--- config.mk ---
export PLATFORM = sky130hd
export DESIGN_NAME = hs_deserializer
export DESIGN_NICKNAME = d
export VERILOG_FILES = /design/src/rtl/cphy_hs_pkg.sv /design/src/rtl/hs_sync_detector.sv /design/src/rtl/hs_deserializer.sv
export SDC_FILE = /design/constraint.sdc
export NUM_CORES = 1
export LEC_CHECK = 0
export BUFFER_PORTS_ARGS = -buffer_cell sky130_fd_sc_hd__buf_4
export CORE_MARGIN = 2
export CORE_UTILIZATION = 51
export DETAILED_ROUTE_END_ITERATION = 10
export PLACE_DENSITY_LB_ADDON = 0.2
export SLEW_MARGIN = 20
export SYNTH_ARGS = -nofsm -noshare
export SYNTH_HDL_FRONTEND = slang
export SYNTH_SLANG_ARGS = --single-unit
--- constraint.sdc ---
create_clock -name RxSymbolClkHS -period 1.3 [get_ports RxSymbolClkHS]
set_input_delay 0.26 -clock RxSymbolClkHS [delete_from_list [all_inputs] [get_ports RxSymbolClkHS]]
set_output_delay 0.26 -clock RxSymbolClkHS [all_outputs]
set_load 0.03 [all_outputs]
--- src/rtl/cphy_hs_pkg.sv ---
// Shared C-PHY HS definitions used by the serializer and deserializer sides.
//   SYM_W / SYM_PER_WORD : symbol width and symbols per parallel word.
//   SYNC_WORD_DEFAULT    : HS sync pattern, 7 packed symbols, first-received in [2:0].
//   hsStateE             : deserializer state encoding.
//   symInvalid()         : flags symbol codes that no valid transition produces.
package cphy_hs_pkg;

  localparam int unsigned SYM_W        = 3;
  localparam int unsigned SYM_PER_WORD = 7;
  localparam int unsigned WORD_BITS    = SYM_W * SYM_PER_WORD;

  localparam logic [WORD_BITS-1:0] SYNC_WORD_DEFAULT = 21'o3444443;

  typedef enum logic [1:0] {
    IDLE   = 2'd0,
    HUNT   = 2'd1,
    LOCKED = 2'd2
  } hsStateE;

  // Only codes 0..4 are legal {Flip, Rotation, Polarity} combinations.
  function automatic logic symInvalid(input logic [SYM_W-1:0] sym);
    return sym > 3'd4;
  endfunction

endpackage

--- src/rtl/hs_sync_detector.sv ---
// HS sync word detector for the C-PHY receive path.
// Keeps the last 7 received symbols in a 21-bit shift register (newest at the top,
// oldest in [2:0]) and compares the post-shift value against SYNC_WORD.
// Ports:
//   RxSymbolClkHS  symbol clock, rising edge
//   Rst            synchronous active-high reset
//   Clr            synchronous clear (burst enable dropped)
//   ShiftEn        shift RxSym into the register this edge
//   DetEn          detection armed (hunting)
//   RxSym          received symbol
//   SyncHit        combinational: the symbol at this edge completes the sync word
//   RxSyncDet      registered one-cycle pulse following SyncHit
module hs_sync_detector
  import cphy_hs_pkg::*;
#(
  parameter logic [20:0] SYNC_WORD = SYNC_WORD_DEFAULT
) (
  input  logic       RxSymbolClkHS,
  input  logic       Rst,
  input  logic       Clr,
  input  logic       ShiftEn,
  input  logic       DetEn,
  input  logic [2:0] RxSym,
  output logic       SyncHit,
  output logic       RxSyncDet
);

  logic [20:0] shiftQ;
  logic [20:0] shiftD;

  // Compare against the value the register will hold after this edge, so the
  // state machine can lock on the same edge that samples the last sync symbol.
  assign shiftD  = {RxSym, shiftQ[20:3]};
  assign SyncHit = DetEn && ShiftEn && (shiftD == SYNC_WORD);

  always_ff @(posedge RxSymbolClkHS) begin
    if (Rst || Clr) begin
      shiftQ    <= '0;
      RxSyncDet <= 1'b0;
    end else begin
      if (ShiftEn) begin
        shiftQ <= shiftD;
      end
      RxSyncDet <= SyncHit;
    end
  end

endmodule

--- src/rtl/hs_deserializer.sv ---
// C-PHY HS deserializer: hunts for the HS sync word, then packs each following
// group of 7 symbols into three 7-bit words (first symbol in bit 0).
// Optional feature macro: HS_DESER_SYMERR_EN enables the invalid-symbol flag;
// without it RxSymErr is tied to 0.
// Ports:
//   RxSymbolClkHS     symbol clock, rising edge
//   Rst               synchronous active-high reset
//   HsDeserializerEn  burst enable, high for the whole HS burst
//   RxSym             symbol {Flip, Rotation, Polarity}
//   RxFlip/RxRotation/RxPolarity  assembled words, hold between strobes
//   RxWordValid       one-cycle strobe for new words
//   RxLocked          sync found, alignment fixed
//   RxSyncDet         one-cycle pulse on sync detection
//   RxSymErr          group contained an invalid symbol (with RxWordValid only)
module hs_deserializer
  import cphy_hs_pkg::*;
#(
  parameter logic [20:0] SYNC_WORD = SYNC_WORD_DEFAULT
) (
  input  logic       RxSymbolClkHS,
  input  logic       Rst,
  input  logic       HsDeserializerEn,
  input  logic [2:0] RxSym,
  output logic [6:0] RxFlip,
  output logic [6:0] RxRotation,
  output logic [6:0] RxPolarity,
  output logic       RxWordValid,
  output logic       RxLocked,
  output logic       RxSyncDet,
  output logic       RxSymErr
);

  hsStateE    state;
  logic [2:0] symCnt;
  // Bit 6 of each word is taken straight from RxSym on the closing edge.
  logic [5:0] flipHold;
  logic [5:0] rotHold;
  logic [5:0] polHold;
  logic       shiftEn;
  logic       detEn;
  logic       syncHit;
  logic       lastSym;
  logic       clrBurst;

  assign clrBurst = !HsDeserializerEn;
  assign shiftEn  = HsDeserializerEn && (state != LOCKED);
  assign detEn    = (state == HUNT);
  assign lastSym  = (symCnt == 3'(SYM_PER_WORD - 1));

  hs_sync_detector #(
    .SYNC_WORD(SYNC_WORD)
  ) u_sync_detector (
    .RxSymbolClkHS(RxSymbolClkHS),
    .Rst          (Rst),
    .Clr          (clrBurst),
    .ShiftEn      (shiftEn),
    .DetEn        (detEn),
    .RxSym        (RxSym),
    .SyncHit      (syncHit),
    .RxSyncDet    (RxSyncDet)
  );

  always_ff @(posedge RxSymbolClkHS) begin
    if (Rst || clrBurst) begin
      // Any partial group is dropped; hunting restarts from an empty register.
      state       <= IDLE;
      symCnt      <= '0;
      flipHold    <= '0;
      rotHold     <= '0;
      polHold     <= '0;
      RxFlip      <= '0;
      RxRotation  <= '0;
      RxPolarity  <= '0;
      RxWordValid <= 1'b0;
      RxLocked    <= 1'b0;
    end else begin
      RxWordValid <= 1'b0;
      case (state)
        IDLE: begin
          state <= HUNT;
        end
        HUNT: begin
          if (syncHit) begin
            state    <= LOCKED;
            RxLocked <= 1'b1;
            symCnt   <= '0;
          end
        end
        LOCKED: begin
          if (lastSym) begin
            RxFlip      <= {RxSym[2], flipHold};
            RxRotation  <= {RxSym[1], rotHold};
            RxPolarity  <= {RxSym[0], polHold};
            RxWordValid <= 1'b1;
            symCnt      <= '0;
          end else begin
            flipHold[symCnt] <= RxSym[2];
            rotHold[symCnt]  <= RxSym[1];
            polHold[symCnt]  <= RxSym[0];
            symCnt           <= symCnt + 3'd1;
          end
        end
        default: begin
          state <= IDLE;
        end
      endcase
    end
  end

`ifdef HS_DESER_SYMERR_EN
  logic errAcc;
  logic symErrQ;

  always_ff @(posedge RxSymbolClkHS) begin
    if (Rst || clrBurst) begin
      errAcc  <= 1'b0;
      symErrQ <= 1'b0;
    end else begin
      symErrQ <= 1'b0;
      if (state == LOCKED) begin
        if (lastSym) begin
          symErrQ <= errAcc | symInvalid(RxSym);
          errAcc  <= 1'b0;
        end else begin
          errAcc <= errAcc | symInvalid(RxSym);
        end
      end else begin
        errAcc <= 1'b0;
      end
    end
  end

  assign RxSymErr = symErrQ;
`else
  assign RxSymErr = 1'b0;
`endif

endmodule

==> summary.txt <==
status = finished, violations left
failing checks = setup timing
switching share of power = 19.9%
top-area cell type share of the netlist area = 52.9%
Detailed Routing Iterations Pass 1 = 4
Die X = 73.5 um
CP peak stage delay = 0.34 ns
max-cap violation count = 0
sequential area share after synthesis = 52.9%
Congestion Overflow GR = 0
RSZ-0062 raised after global routing = true
Antenna Nets Post-Route = 0
commonest non-fill, non-tap cells in the layout = 84 x nand2_1, 60 x dfxtp_1, 50 x buf_4
CTS tree = done
Clock transition at path regs = 0.07 ns
first-pass GRT wire length = 8500 um
Detailed Place HPWL = 3400 um
Leak = 1.19 nW
number of clock sinks = 65
Post-Synth Simple-Gate Area = 26.0%
period utilization = 103%
Final Hold Vio Count = 0
Worst setup SP type = flip-flop
Final Slew Violations = 0
sw power = 0.000871 W
Compound-Gate Fraction of Synth Area = 10.5%
routability cong. = 0.803
Hold Startpoint = HsDeserializerEn
Clk pwr share = 51.8%
Longest Clk Path Bufs = 2
most common cell after layout, fill and taps aside = nand2_1
endpoints failing setup = 5
Post-Layout Cell Count = 391
# nets final = 338
crit path max-delay cell type = dfxtp_2
hold path depth = 3
Synth cell types = 33
Cells after DPL = 374
fraction of synthesized area in multiplexers = 6.10%
Hold Crit Class = input pin to flip-flop
post-layout util = 68.1%
die area = 5400 um^2
row count = 25
DRT iter0 DRCs = 91
Via Count = 2003
Cell Chain, Critical Path = buf_6, nor3b_4, nand3b_1, mux2i_1, nor2_1
Worst Hold End = u_sync_detector.shiftQ[4]
layout cell share with drive strength beyond 1 = 26.7%
vias in the first global route = 1895
FMAX = 0.744 GHz
initial antenna violation count = 0
reg2reg end = rotHold[4]
Buffers on Ports = 29
Initial Util = 52.5%
xor/xnor cell area share of the yosys netlist = 0%
Ant. Diodes = 0
Adder-Cell Fraction of Synth Area = 0%
cell internal pwr = 0.00351 W
Setup crit end kind = flip-flop
syn nets = 292
internal reg-to-reg setup slack = -0.04 ns
vias per std cell = 5.12
I/O pin total = 31
main combinational cell family by area after synthesis = simple AND/OR/NAND/NOR gates
flop and latch count out of synthesis = 65
largest area contributor in the netlist = dfxtp_1
synth warn = 0
Synth Instances = 286
final setup margin = -0.0447 ns
drt wl/cell = 13.1 um
area grow syn2layout = 29.7%
Fin Clk Skew = 0.00800 ns
Setup CP Type = flip-flop to flip-flop
Root Driver = clkbuf_8
sequential share of power = 45.7%
syn_area_per_cell = 8.61 um^2
H-tree depth = 3
Data required, critical path = 1.52 ns
synthesized cell area = 2460 um^2
hold_buf cts = 0
power per cell area = 1370 nW/um^2
top post-synthesis cells by area = dfxtp_1 53%, nand2_1 13%, a21oi_1 8.5%
Comb power frac = 2.5%
Tot Pwr = 0.00438 W
CTS Buf Count = 9
IR drop worst, VDD = 1.09 mV
startpoint of the worst register-to-register path = state[0]
Post-Route WL = 5120 um
Chip Height = 73.5 um
worst-path fanout max = 4
clock period minus worst slack = 1.34 ns
DRC = 0
largest net degree at the start of global routing = 45
crit path DAT = 1.57 ns
clock latency at the later pin of the worst-skew pair = 0.34 ns
Worst R2R Path Depth = 5
gr usage total = 20.7%
core area = 4690 um^2
## routing by layer
| layer | track usage [%] | share of wire [%] |
|---|---|---|
| met4 | 7.88 | 1.5 |
| met1 | 28.0 | 47 |
| met2 | 31.7 | 47 |
| met5 | 0 | 0 |
| met3 | 5.35 | 4.4 |
## cells in the mapped netlist (all sizes together)
cell    count
nand2      85
dfxtp      65
a21oi      42
nor2       21
mux2i      15
buf        13
clkbuf      9
nand3       5
nand4       3
nor3        3
nor4b       3
o21a        3
nand2b      2
nor2b       2
nor4bb      2
o21ai       2
a311oi      1
and2        1
and2b       1
and3        1
conb        1
inv         1
nand3b      1
nand4b      1
nor3b       1
nor4        1
o22ai       1
## final cells by class
class                      instances  area (um^2)
sequential                        65         1320
clock inverter                     7          141
clock buffer                       9          124
multi-input combinational        198         1070
fill                             381         1500
timing repair buffer              57          472
tap                               54         67.6
inverter                           1         3.75
## logic make-up after synthesis
kind of cell,Yosys count
other,1
AND/OR/NAND/NOR,133
buffers and inverters,23
AO/OA/AOI/OAI,49
multiplexers,15
flip-flops,65
## stage by stage
stage	TNS (ns)	hold WS, ns	instance area, um^2	setup WS [ns]
after floorplan	0	0.375	2460	0.00843
after global placement	-0.0914	0.437	2870	-0.0304
after detailed placement	-0.180	0.444	2870	-0.0556
after CTS	-0.0798	0.234	3160	-0.0216
after global routing	-1.23	0.253	3190	-0.123
final	-0.0686	0.242	3190	-0.0447
## worst max-delay path by stage
stage / depth (start not counted) / startpoint / end
floorplan: 6 / symCnt[1] / polHold[3]
global placement: 4 / state[0] / polHold[1]
detailed placement: 4 / state[0] / rotHold[1]
CTS: 4 / state[0] / rotHold[1]
global route: 5 / state[0] / rotHold[4]
finish: 5 / state[0] / rotHold[4]
## registers in the layout, summed over array words and instances (netlist names)
register / count
flipHold: 6
RxPolarity: 7
polHold: 6
RxFlip: 7
u_sync_detector.RxSyncDet: 1
rotHold: 6
state: 2
RxRotation: 7
u_sync_detector.shiftQ: 18
RxLocked: 1
RxWordValid: 1
symCnt: 3
## worst max-delay path: cells and delay by family (launching register included)
| family | cells | cell delay (ns) |
|---|---|---|
| flip-flops | 1 | 0.34 |
| buffers and inverters | 1 | 0.11 |
| AND/OR/NAND/NOR | 3 | 0.53 |
| multiplexers | 1 | 0.25 |
## power groups by stage
stage                     registers [W]  logic (W)  clock network [W]
after detailed placement        0.00205   0.000108                  0
after floorplan                 0.00205  0.0000619                  0
final                           0.00200   0.000109            0.00227
after global routing            0.00200   0.000120            0.00239
after global placement          0.00205   0.000107                  0
after CTS                       0.00200   0.000108            0.00231
## timing repair
action,4_1_cts,5_1_grt
pin swaps,6,8
cloned,0,0
setup buffers,1,0
resized for setup,6,13
endpoints found under the setup margin,16,37
No activity file was read; power rests on OpenSTA's default activity.
